--- config.mk ---
export PLATFORM = sky130hd
export DESIGN_NAME = uart_rx_param
export DESIGN_NICKNAME = d
export VERILOG_FILES = /design/src/rtl/uart_pkg.sv /design/src/rtl/uart_rx_sync.sv /design/src/rtl/uart_rx_param.sv
export SDC_FILE = /design/constraint.sdc
export NUM_CORES = 1
export LEC_CHECK = 0
export ABC_AREA = 0
export ABC_CLOCK_PERIOD_IN_PS = 2050
export CAP_MARGIN = 40
export CORE_ASPECT_RATIO = 1.2
export CORE_MARGIN = 2
export CORE_UTILIZATION = 49
export CTS_BUF_LIST = sky130_fd_sc_hd__clkbuf_16
export CTS_CLUSTER_DIAMETER = 150
export DETAILED_ROUTE_END_ITERATION = 10
export GPL_TIMING_DRIVEN = 1
export PLACE_DENSITY = 0.78
export SLEW_MARGIN = 0
export SYNTH_ARGS = -nofsm -noshare
export SYNTH_HDL_FRONTEND = slang
export SYNTH_HIERARCHICAL = 1
export SYNTH_SLANG_ARGS = --single-unit
--- constraint.sdc ---
create_clock -name clk -period 2.05 [get_ports clk]
set_clock_uncertainty 0.2 [all_clocks]
set_input_delay 0.41 -clock clk [delete_from_list [all_inputs] [get_ports clk]]
set_output_delay 0.41 -clock clk [all_outputs]
set_load 0.05 [all_outputs]
--- src/rtl/uart_pkg.sv ---
// Shared definitions for the parameterised UART receiver: receive FSM
// state type and the legal ranges of the frame-shape parameters.
package uart_pkg;

  typedef enum logic [2:0] {
    IDLE      = 3'd0,
    START     = 3'd1,
    DATA      = 3'd2,
    PARITY    = 3'd3,
    STOP      = 3'd4,
    WAIT_HIGH = 3'd5
  } rx_state_t;

  localparam int unsigned DATA_BITS_MIN  = 5;
  localparam int unsigned DATA_BITS_MAX  = 9;
  localparam int unsigned STOP_BITS_MIN  = 1;
  localparam int unsigned STOP_BITS_MAX  = 2;
  localparam int unsigned OVERSAMPLE_MIN = 8;
  localparam int unsigned OVERSAMPLE_MAX = 32;

endpackage

--- src/rtl/uart_rx_sync.sv ---
// Two-flop synchronizer for the asynchronous serial line.
// Both stages reset to 1 so a reset never looks like a start bit.
module uart_rx_sync (
  input  logic clk,
  input  logic rst,
  input  logic d,
  output logic q
);

  logic meta;

  // Resynchronise the line into the clk domain, idle-high on reset
  always_ff @(posedge clk) begin
    if (rst) begin
      meta <= 1'b1;
      q    <= 1'b1;
    end else begin
      meta <= d;
      q    <= meta;
    end
  end

endmodule

--- src/rtl/uart_rx_param.sv ---
// Parameterised oversampling UART receiver with a one-word holding
// register and valid/ready hand-off.
// Optional feature macro: UART_RX_PARITY_EN (adds a parity bit and
// parity_err; without it parity_err is tied low).
module uart_rx_param
  import uart_pkg::*;
#(
  parameter int unsigned DATA_BITS  = 8,
  parameter int unsigned STOP_BITS  = 2,
  parameter int unsigned OVERSAMPLE = 16,
  parameter int unsigned PARITY_ODD = 0
) (
  input  logic                 clk,
  input  logic                 rst,
  input  logic                 tick,
  input  logic                 rx,
  output logic [DATA_BITS-1:0] data_out,
  output logic                 data_valid,
  input  logic                 data_ready,
  output logic                 frame_err,
  output logic                 parity_err,
  output logic                 overrun_err
);

  localparam int unsigned CW = $clog2(OVERSAMPLE);
  localparam int unsigned BW = $clog2(DATA_BITS);
  localparam logic [CW-1:0] HALF_M1   = CW'(OVERSAMPLE / 2 - 1);
  localparam logic [CW-1:0] FULL_M1   = CW'(OVERSAMPLE - 1);
  localparam logic [BW-1:0] LAST_DATA = BW'(DATA_BITS - 1);
  localparam logic [BW-1:0] LAST_STOP = BW'(STOP_BITS - 1);

  if (DATA_BITS < DATA_BITS_MIN || DATA_BITS > DATA_BITS_MAX ||
      STOP_BITS < STOP_BITS_MIN || STOP_BITS > STOP_BITS_MAX ||
      OVERSAMPLE < OVERSAMPLE_MIN || OVERSAMPLE > OVERSAMPLE_MAX ||
      (OVERSAMPLE % 2) != 0 || PARITY_ODD > 1) begin : g_bad_cfg
    $error("uart_rx_param: parameter out of legal range");
  end

  rx_state_t            state;
  logic                 rx_s;
  logic [CW-1:0]        sample_cnt;
  logic [BW-1:0]        bit_cnt;
  logic [DATA_BITS-1:0] shreg;
  logic                 mid_tick;
  logic                 frame_ok;
  logic                 ferr_now;
  logic                 deliver;

  uart_rx_sync u_sync (
    .clk (clk),
    .rst (rst),
    .d   (rx),
    .q   (rx_s)
  );

  assign mid_tick = tick && (sample_cnt == FULL_M1);
  assign ferr_now = (state == STOP) && mid_tick && !rx_s;
  assign frame_ok = (state == STOP) && mid_tick && rx_s && (bit_cnt == LAST_STOP);

`ifdef UART_RX_PARITY_EN
  logic par_pending;
  assign deliver = frame_ok && !par_pending;
`else
  assign deliver    = frame_ok;
  assign parity_err = 1'b0;
`endif

  // Frame FSM: start qualification, mid-bit sampling, parity and stop checks
  always_ff @(posedge clk) begin
    if (rst) begin
      state      <= IDLE;
      sample_cnt <= '0;
      bit_cnt    <= '0;
      shreg      <= '0;
`ifdef UART_RX_PARITY_EN
      par_pending <= 1'b0;
`endif
    end else begin
      if (tick && state inside {DATA, PARITY, STOP})
        sample_cnt <= (sample_cnt == FULL_M1) ? '0 : sample_cnt + 1'b1;
      case (state)
        IDLE: begin
          if (!rx_s) begin
            state      <= START;
            sample_cnt <= '0;
          end
        end
        START: begin
          if (tick) begin
            if (sample_cnt == HALF_M1) begin
              sample_cnt <= '0;
              bit_cnt    <= '0;
`ifdef UART_RX_PARITY_EN
              par_pending <= 1'b0;
`endif
              state      <= rx_s ? IDLE : DATA;
            end else begin
              sample_cnt <= sample_cnt + 1'b1;
            end
          end
        end
        DATA: begin
          if (mid_tick) begin
            // LSB-first shift: after DATA_BITS samples bit i sits at index i
            shreg <= {rx_s, shreg[DATA_BITS-1:1]};
            if (bit_cnt == LAST_DATA) begin
              bit_cnt <= '0;
`ifdef UART_RX_PARITY_EN
              state   <= PARITY;
`else
              state   <= STOP;
`endif
            end else begin
              bit_cnt <= bit_cnt + 1'b1;
            end
          end
        end
`ifdef UART_RX_PARITY_EN
        PARITY: begin
          if (mid_tick) begin
            par_pending <= rx_s ^ (^shreg) ^ (PARITY_ODD != 0);
            state       <= STOP;
          end
        end
`endif
        STOP: begin
          if (mid_tick) begin
            if (!rx_s)                   state   <= WAIT_HIGH;
            else if (bit_cnt == LAST_STOP) state <= IDLE;
            else                         bit_cnt <= bit_cnt + 1'b1;
          end
        end
        WAIT_HIGH: begin
          if (rx_s) state <= IDLE;
        end
        default: state <= IDLE;
      endcase
    end
  end

  // Holding register hand-off and single-cycle error strobes
  always_ff @(posedge clk) begin
    if (rst) begin
      data_out    <= '0;
      data_valid  <= 1'b0;
      frame_err   <= 1'b0;
      overrun_err <= 1'b0;
`ifdef UART_RX_PARITY_EN
      parity_err  <= 1'b0;
`endif
    end else begin
      frame_err   <= ferr_now;
      overrun_err <= deliver && data_valid && !data_ready;
`ifdef UART_RX_PARITY_EN
      parity_err  <= frame_ok && par_pending;
`endif
      if (deliver && (!data_valid || data_ready)) begin
        data_out   <= shreg;
        data_valid <= 1'b1;
      end else if (!deliver && data_valid && data_ready) begin
        data_valid <= 1'b0;
      end
    end
  end

endmodule
==> results, run 1 <==
- The synthesized area per cell is 8.92 um2.
- The static power due to leakage is 0.798 nW.
- The cell type group with the largest total delay on the critical path is simple AND/OR/NAND/NOR gates.
- The number of detailed-route iterations in the first pass is 4.
- The worst hold path begins at u_sync/meta.
- During placement, the flow inserted port buffers numbering 15.
- 0 antenna diodes ended up in the layout.
- TritonCTS built the clock tree.
- For this design, the slowest cell found on the critical path is sky130_fd_sc_hd__clkdlybuf4s50_1.
- At the worst endpoint, the required time is 2.04 ns.
- The buffer and inverter count on the worst path is 1.
- The type of the most critical hold path is flop to flop.
- The initial antenna violation count is 0.
- The number of cells in the finished layout apart from fillers is 234.
- The post-CTS setup-driven buffer insertion count is 0.
- IR analysis of the VDD net gives a maximum drop of 675 uV.
- The violation count after the first detailed-routing iteration is 26.
- The dominant register cell in the synthesized netlist is sky130_fd_sc_hd__dfxtp_1.
- The post-synthesis net count is 177.
- In the routed design, unresolved DRC markers number 0.
- The highest layer touched by signal routing is met4.
- In the post-synthesis netlist, the biggest area contributors are sky130_fd_sc_hd__dfxtp_1 41%, sky130_fd_sc_hd__mux2i_1 11%, sky130_fd_sc_hd__nor2_1 6.0%.
- The per-cell routed wire length is approximately 14 um.
- The routed wire length is 3360 um.
- At the worst endpoint, the arrival time is 1.98 ns.
- The maximum clock frequency is 505 MHz.
- The CTS buffer count is 5.
- Once detail routing completed, the nets flagged for antenna violations numbered 0.
- The combined flip-flop and latch cell area is roughly 630 um2.
- After filler insertion, the fill cell instance count of the layout stands at 260.
- The clock reaches the later pin of the worst-skew pair after 0.27 ns.
- The detailed router placed ~1300 vias in this run.
- The height of the chip is approximately 65 um.
- The detailed-routed wire length on met2 is approximately 1800 um.
- The number of global-route vias before repair is 1295.
- The area growth from synthesis to layout is 28.6%.
- The die covers 0.00352 mm2.
- Along the worst path, the maximum fanout reaches 5.
- The synthesis warning total is 6.
- The average vias per placed instance is 5.73.
- The final-stage net count is 206.
- The utilization of the core after routing is between 60% and 70%.
- Measured in cells, the most critical reg-to-reg path has a length of 6.
- The worst setup path is launched from a primary input.
- Global routing consumed, over all layers together, just over 20% of the routing resources.
- The signal on the critical path passes through clkdlybuf4s50_1 > and3_4 > nand2_1 > a211o_1 > or3_1 > a21oi_1.
- Counting flops with a built-in enable in the synthesized netlist gives 0.
- After synthesis, flip-flops and latches occupy 41.4% of the total area.
- The first global-routing pass estimated 5300 um of wire.
- Of all flip-flops after synthesis, the portion carrying an async set or reset was 0%.
- Dividing the final minimum period by the clock period gives 96.7%.
- Dividing total power by cell area gives a power density of around 770 mW/mm2.
- The width of the die is 54.5 um.
- For this run, the slowest stage of the critical path takes 0.50 ns.
- In this run the number of H-tree levels came out at 2.
- The initial standard-cell utilization of the core is between 40 and 50%.
- The endpoint identified for the worst register-to-register timing path is state[1].
- Summed over all instances, the cell type with the most area after synthesis is sky130_fd_sc_hd__dfxtp_1.
- The congestion estimate from routability-driven global placement came to between 0.9 and 1.
- The global route total overflow is 0.
- In this run the standard cell core region covers between 0.003 and 0.004 mm2.
- The run finished with clean final reports.
- The tool flagged a number of max-cap violations equal to 0.
- After clock tree synthesis, the clock-pin slew on the worst setup and hold paths is 0.05 ns.
- After detailed routing, the wire length on met1 is 1370 um.
- For this design the top-level I/O count stands at 17.
- The area used by multi-input combinational logic is a little over 800 um2.
- The setup path with the least slack is of type primary input to flop.
- The worst path needs between 1.5 and 2 ns of the cycle, external delays included.
- The count of final hold-check violations came to 0.
- For flop-to-flop paths, the worst setup slack is 0.08 ns.
- The number of rows created at floorplan is 22.
- The tree built by TritonCTS fans out to 31 sinks.
- Counting instances, the worst hold path has a depth of 1.
- The netlist uses 44 different library cells.
- Entering global routing, the biggest net connects 17 pins.
- The worst reg2reg path startpoint is sample_cnt[0].
- The flip-flop and latch count after synthesis is 31.
- The total count of max-transition violations in the final report is 0.
- For hold timing, the worst endpoint is u_sync/q.
- STA classifies the critical path endpoint as a flop.
- The synthesized cell area is 0.00150 mm2.
- Of the cells placed in the final design, the portion with a size suffix greater than 1 is 25.3%.
- The number of instances in the synthesized netlist is between 150 and 200.
- Wire segments on met3 add up to between 100 and 150 um in the final route.
- The count of endpoints failing setup in the final report is 0.
- The HPWL after detailed placement is 2420 um.
- The maximum number of buffers from clock root to sink is 2.
- The cell sitting at the root of the clock tree is a sky130_fd_sc_hd__clkbuf_16.
- Setup repair after global routing left no endpoint under its margin.
- The instance count after placement with tap cells included is 226.
- The share of the synthesized area in the top cell type is between 40% and 50%.
## power by group
part,switching [W],leakage (nW),internal [W]
sequential,0.0000149,0.253,0.000613
clock,0.000255,0.0658,0.000446
combinational,0.0000751,0.480,0.0000754
total,0.000345,0.798,0.00113
## cell usage in the layout (no fill, tap or decap), drive strengths merged, types with 2 or more instances in the layout
cell           instances
a21oi                 10
a31o                   2
and3                   2
buf                   29
clkbuf                 5
clkdlybuf4s50          4
clkinvlp               2
dfxtp                 31
ha                     4
inv                    3
mux2i                 17
nand2                 14
nand2b                 4
nand3                  5
nand3b                 2
nor2                  24
nor2b                  2
nor3                   4
o21ai                  8
or2                    3
or3                    3
## cell type report
type / instances / share of cell area [%]
inverters: 3 / 0.584
well taps: 36 / 2.34
flip-flops and latches: 31 / 32.5
multi-input cells: 123 / 43.0
clock buffers: 5 / 6.49
repair buffers: 33 / 14.0
clock inverters: 3 / 1.04
## sequential cells by signal, summed over array words and instances, names as in the netlist
signal / cells
bit_cnt: 3
data_valid: 1
overrun_err: 1
shreg: 8
sample_cnt: 4
u_sync/q: 1
u_sync/meta: 1
state: 3
data_out: 8
frame_err: 1
## Yosys cell counts (2+ instances only)
cell type	n
sky130_fd_sc_hd__mux2i_1	17
sky130_fd_sc_hd__buf_2	4
sky130_fd_sc_hd__or2_1	2
sky130_fd_sc_hd__or3_1	3
sky130_fd_sc_hd__a31o_1	2
sky130_fd_sc_hd__clkbuf_1	5
sky130_fd_sc_hd__a21oi_1	10
sky130_fd_sc_hd__inv_1	3
sky130_fd_sc_hd__nand2_1	14
sky130_fd_sc_hd__and3_1	2
sky130_fd_sc_hd__nand2b_1	3
sky130_fd_sc_hd__nor2_1	24
sky130_fd_sc_hd__nor3_1	4
sky130_fd_sc_hd__ha_1	4
sky130_fd_sc_hd__nand3b_1	2
sky130_fd_sc_hd__nor2b_1	2
sky130_fd_sc_hd__nand3_1	5
sky130_fd_sc_hd__dfxtp_1	31
sky130_fd_sc_hd__o21ai_0	6
## cell families (layout without fill, tap and decap cells)
family | Yosys count | count (layout) | synth area share [%]
AOI/OAI and AO/OA | 28 | 28 | 13.4
xor gates and xnor gates | 2 | 2 | 1.17
other | 1 | 1 | 0.250
adders and majority gates | 4 | 4 | 3.34
buffers and inverters | 14 | 44 | 4.59
DFF | 31 | 31 | 41.4
and+or+nand+nor | 71 | 71 | 24.5
muxes | 17 | 17 | 11.4
## per-stage QoR
stage / setup slack [ns] / hold slack, ns / instance area, um2 / power [W] / setup TNS (ns)
after global placement: -0.133 / 0.189 / 1760 / 0.000782 / -1.14
after floorplan: 0.0753 / 0.185 / 1500 / 0.000739 / 0
after detailed placement: -0.183 / 0.197 / 1760 / 0.000786 / -1.47
final: 0.0686 / 0.203 / 1930 / 0.00148 / 0
after CTS: 0.0161 / 0.208 / 1900 / 0.00149 / 0
after global routing: 0.0121 / 0.213 / 1930 / 0.00153 / 0
## worst max path at each step
stage                     depth (start not counted)          to           from
final                                             6    state[1]           tick
after global routing                              5  bit_cnt[2]       state[0]
after CTS                                         6  bit_cnt[2]     bit_cnt[1]
after detailed placement                          6    state[1]           tick
after global placement                            6    state[1]           tick
after floorplan                                   7    state[1]  sample_cnt[0]
## per-layer routing
metal,vias up,global-route usage (%)
met4,0,11.9
met2,34,37.0
met5,-,0
met1,655,20.3
li1,642,-
met3,10,5.76
## what timing repair did
action                                  4_1_cts  5_1_grt
gates cloned                                  0        0
endpoints found under the hold margin         0        0
resized for setup                             1        8
endpoints found under the setup margin        1       12
hold buffers                                  0        0
No activity file was read; power rests on OpenSTA's default activity.
==> run 2: changes to the inputs <==
--- a/config.mk
+++ b/config.mk
@@ -15,8 +15,7 @@
 export CTS_CLUSTER_DIAMETER = 150
 export DETAILED_ROUTE_END_ITERATION = 10
 export GPL_TIMING_DRIVEN = 1
-export PLACE_DENSITY = 0.78
-export SLEW_MARGIN = 0
+export PLACE_DENSITY = 0.74
 export SYNTH_ARGS = -nofsm -noshare
 export SYNTH_HDL_FRONTEND = slang
 export SYNTH_HIERARCHICAL = 1
==> run 2 against run 1 <==
Net effect: core utilization shrank 0.42 points; total power shrank 2.1%; via count shrank 3.1%; sequential power is essentially flat; count of clock-buffer cells in the layout is the same; global-route usage grew 0.64 points; die area is the same; clock power shrank 4.6%; design area shrank 0.65%; combinational power is essentially flat; non-clock buffer count grew 1; maximum frequency grew 0.70%; critical path type is now flop to flop; highest routed layer unchanged.
==> results, run 2 (synthesized netlist as in run 1, its figures left out) <==
- The combined flip-flop and latch cell area was 624 um2 (-0.40%).
- The deepest level of the CTS H-tree was 2 (unchanged).
- The startpoint class of the critical path is a flop.
- The height of the chip is 64.6 um (unchanged).
- The maximum number of buffers from clock root to sink is 2 (unchanged).
- The run finished with clean final reports.
- The clock sink total is 31 (unchanged).
- Setup repair after global routing left no endpoint under its margin.
- The maximum resistive drop on vdd is 537 uV (-21%).
- The worst-case register-to-register setup slack is 0.08 ns (about the same).
- The HPWL after detailed placement is 2250 um (-7.1%).
- The fraction of final layout cells sized beyond drive strength 1 is 22.6% (-2.6 points).
- The number of cells in the finished layout apart from fillers is 235 (+0.43%).
- The depth of the worst register-to-register path is 5 (-1).
- The maximum clock frequency came to 508 MHz (+0.70%).
- The area of the core was 0.00300 mm2 (unchanged).
- The count of pins on the block boundary is 17 (unchanged).
- The count of buffers from port buffering came to 15 (unchanged).
- The shortest period the worst path allows is 1.97 ns (-0.0137 ns).
- The buffer and inverter count on the worst path is 0 (-1).
- The cell depth of the worst hold path is 1 (unchanged).
- The static power due to leakage is 0.803 nW (+0.64%).
- In this run the worst hold path is classified as flop to flop.
- The number of DRC violations after detailed routing is 0 (unchanged).
- The total count of max-transition violations in the final report came to 0 (unchanged).
- The arrival time at the worst endpoint is 1.97 ns (about the same).
- The initial antenna violation count is 0 (unchanged).
- The CTS buffer count is 5 (unchanged).
- The largest registers in the layout are data_out: 8 flops, shreg: 8 flops, sample_cnt: 4 flops.
- The final-stage net count is 207 (+0.49%).
- The count of antenna diodes in the layout is 0 (unchanged).
- The width of the die is 54.5 um (unchanged).
- The setup path with the least slack is of type flop to flop.
- The most critical setup path has its startpoint at state[1].
- The violation count after the first detailed-routing iteration is 35 (+35%).
- The root buffer cell chosen for the clock tree is sky130_fd_sc_hd__clkbuf_16.
- The max-capacitance violation count is 0 (unchanged).
- The power density over cell area is 756 mW/mm2 (-1.5%).
- The clock slew seen by the registers of the worst setup and hold paths is 0.05 ns (about the same).
- The vias after detailed routing is 1300 (-3.1%).
- The global route total overflow is 0 (unchanged).
- The area enclosed by the die boundary came to 0.00352 mm2 (unchanged).
- The global-route wire length before repair is 5490 um (+3.5%).
- The number of detailed-route iterations in the first pass was 6 (+2).
- The total routing usage reported by global routing is 21.4% (+0.64 points).
- The routed wire length is 3220 um (-4.1%).
- The part of the cycle the worst path needs is 96.0% (-0.67 points).
- The destination of the worst register-to-register timing path is bit_cnt[2].
- The count of final hold-check violations came to 0 (unchanged).
- The post-detailed-placement cell area is 0.00176 mm2 (unchanged).
- The largest fanout on the critical path is 10 (+5).
- The final-layout fill cell count came to 253 (-2.7%).
- The final cell area excluding filler cells is 0.00192 mm2 (-0.65%).
- The per-cell routed wire length came to 13.7 um (-4.5%).
- The relative area change from synthesis to final layout is 27.8%.
- The area used by multi-input combinational logic was 817 um2 (-1.5%).
- The cell type group with the largest total delay on the critical path is simple AND/OR/NAND/NOR gates.
- Leaving out fill and tap cells, the most frequent cells in the layout are 28 x sky130_fd_sc_hd__dfxtp_1, 28 x sky130_fd_sc_hd__buf_4, 24 x sky130_fd_sc_hd__nor2_1, 17 x sky130_fd_sc_hd__mux2i_1, 14 x sky130_fd_sc_hd__nand2_1.
- The worst register-to-register path begins at state[1].
- For this design, the slowest cell found on the critical path is sky130_fd_sc_hd__or4b_1.
- The remaining number of nets flagged by the antenna check after routing is 0 (unchanged).
- The longest individual stage delay on the worst path came to 0.48 ns (-0.02 ns).
- The total stage count of the critical path is 5 (-1).
- The instance count after placement with tap cells included is 226 (unchanged).
- The number of global-route vias before repair is 1304 (+0.69%).
- The routability congestion estimate from global placement is 0.917 (-0.94%).
- STA classifies the critical path endpoint as a flop.
- The number of rows created at floorplan is 22 (unchanged).
- The count of endpoints failing setup in the final report came to 0 (unchanged).
- The initial standard-cell utilization of the core is 50.0% (unchanged).
- The clock tree from TritonCTS is built.
- The clock network latency to the later pin of the worst-skew pair is 0.27 ns (about the same).
- The average vias per placed instance was 5.53 (-3.5%).
- The required time of the worst setup path is 2.05 ns (about the same).
- The destination of the critical timing path is bit_cnt[2].
- Traced cell by cell, the critical path runs through or3b_4 > o22ai_2 > o21ai_2 > or4b_1 > a21oi_1.
- The count of hold buffers inserted by post-cts repair is 0 (unchanged).
- The maximum number of pins on one net before global-route repair is 17 (unchanged).
[run 2: cell count changes in the layout (fill, tap and decap cells not counted)]
cell,change
sky130_fd_sc_hd__dfxtp_1,+2
sky130_fd_sc_hd__nor2_1,+1
sky130_fd_sc_hd__buf_6,+1
sky130_fd_sc_hd__ha_2,+1
sky130_fd_sc_hd__ha_4,-1
sky130_fd_sc_hd__nor2_2,-1
sky130_fd_sc_hd__clkinv_1,+2
sky130_fd_sc_hd__clkinv_2,-1
sky130_fd_sc_hd__inv_1,+1
sky130_fd_sc_hd__dfxtp_2,-2
sky130_fd_sc_hd__clkinvlp_4,-2
[run 2: layout make-up]
class                   count  share of cell area, %
clock inverters             3                  0.588
multi-input cells         123                   42.7
clock buffers               5                   6.53
flip-flops and latches     31                   32.6
well taps                  36                   2.35
inverters                   3                  0.588
repair buffers             34                   14.7
[run 2: layer usage]
metal	share of wire (%)	global-route usage, %	vias to the layer above
met5	0	0	-
met3	4.8	6.91	6
met2	51	36.0	35
li1	-	-	645
met4	2.1	13.1	0
met1	42	22.0	614
[run 2: worst reg2reg max path, delay by kind of cell (launching register included)]
| kind | cells | cell delay [ns] |
|---|---|---|
| AOI/OAI and AO/OA | 3 | 0.36 |
| DFF | 1 | 0.41 |
| and+or+nand+nor | 2 | 0.93 |
[run 2: report_power, final]
part	leakage [nW]	switching, W	internal [W]
logic	0.482	0.0000759	0.0000755
registers	0.252	0.0000138	0.000614
clock network	0.0701	0.000235	0.000435
[run 2: worst min path at each step]
stage           startpoint  endpoint  slack (ns)
3_5_place_dp   u_sync/meta  u_sync/q        0.19
6_report       u_sync/meta  u_sync/q        0.20
5_1_grt        u_sync/meta  u_sync/q        0.23
3_3_place_gp   u_sync/meta  u_sync/q        0.19
4_1_cts        u_sync/meta  u_sync/q        0.20
2_1_floorplan  u_sync/meta  u_sync/q        0.19
[run 2: metrics by stage]
stage          setup slack, ns  util (%)  total power [W]  hold WS [ns]  setup TNS (ns)
2_1_floorplan           0.0753         -         0.000739         0.185               0
3_3_place_gp            -0.128      58.5         0.000781         0.192           -1.21
3_5_place_dp            -0.180      58.5         0.000786         0.193           -1.69
4_1_cts                 0.0274      63.1          0.00146         0.203               0
5_1_grt                 0.0124      63.8          0.00151         0.225               0
6_report                0.0823      63.8          0.00145         0.201               0
[run 2: repair_timing]
action,in CTS,in global routing
setup endpoints to repair,0,13
endpoints found under the hold margin,0,0
gates resized for setup,0,6
buffers inserted,0,1
==> run 3: changes to the inputs <==
--- a/config.mk
+++ b/config.mk
@@ -16,6 +16,7 @@
 export DETAILED_ROUTE_END_ITERATION = 10
 export GPL_TIMING_DRIVEN = 1
 export PLACE_DENSITY = 0.74
+export SLEW_MARGIN = 20
 export SYNTH_ARGS = -nofsm -noshare
 export SYNTH_HDL_FRONTEND = slang
 export SYNTH_HIERARCHICAL = 1
==> results of run 3 <==
Final layout, timing and power as in run 2 (identical DEF).
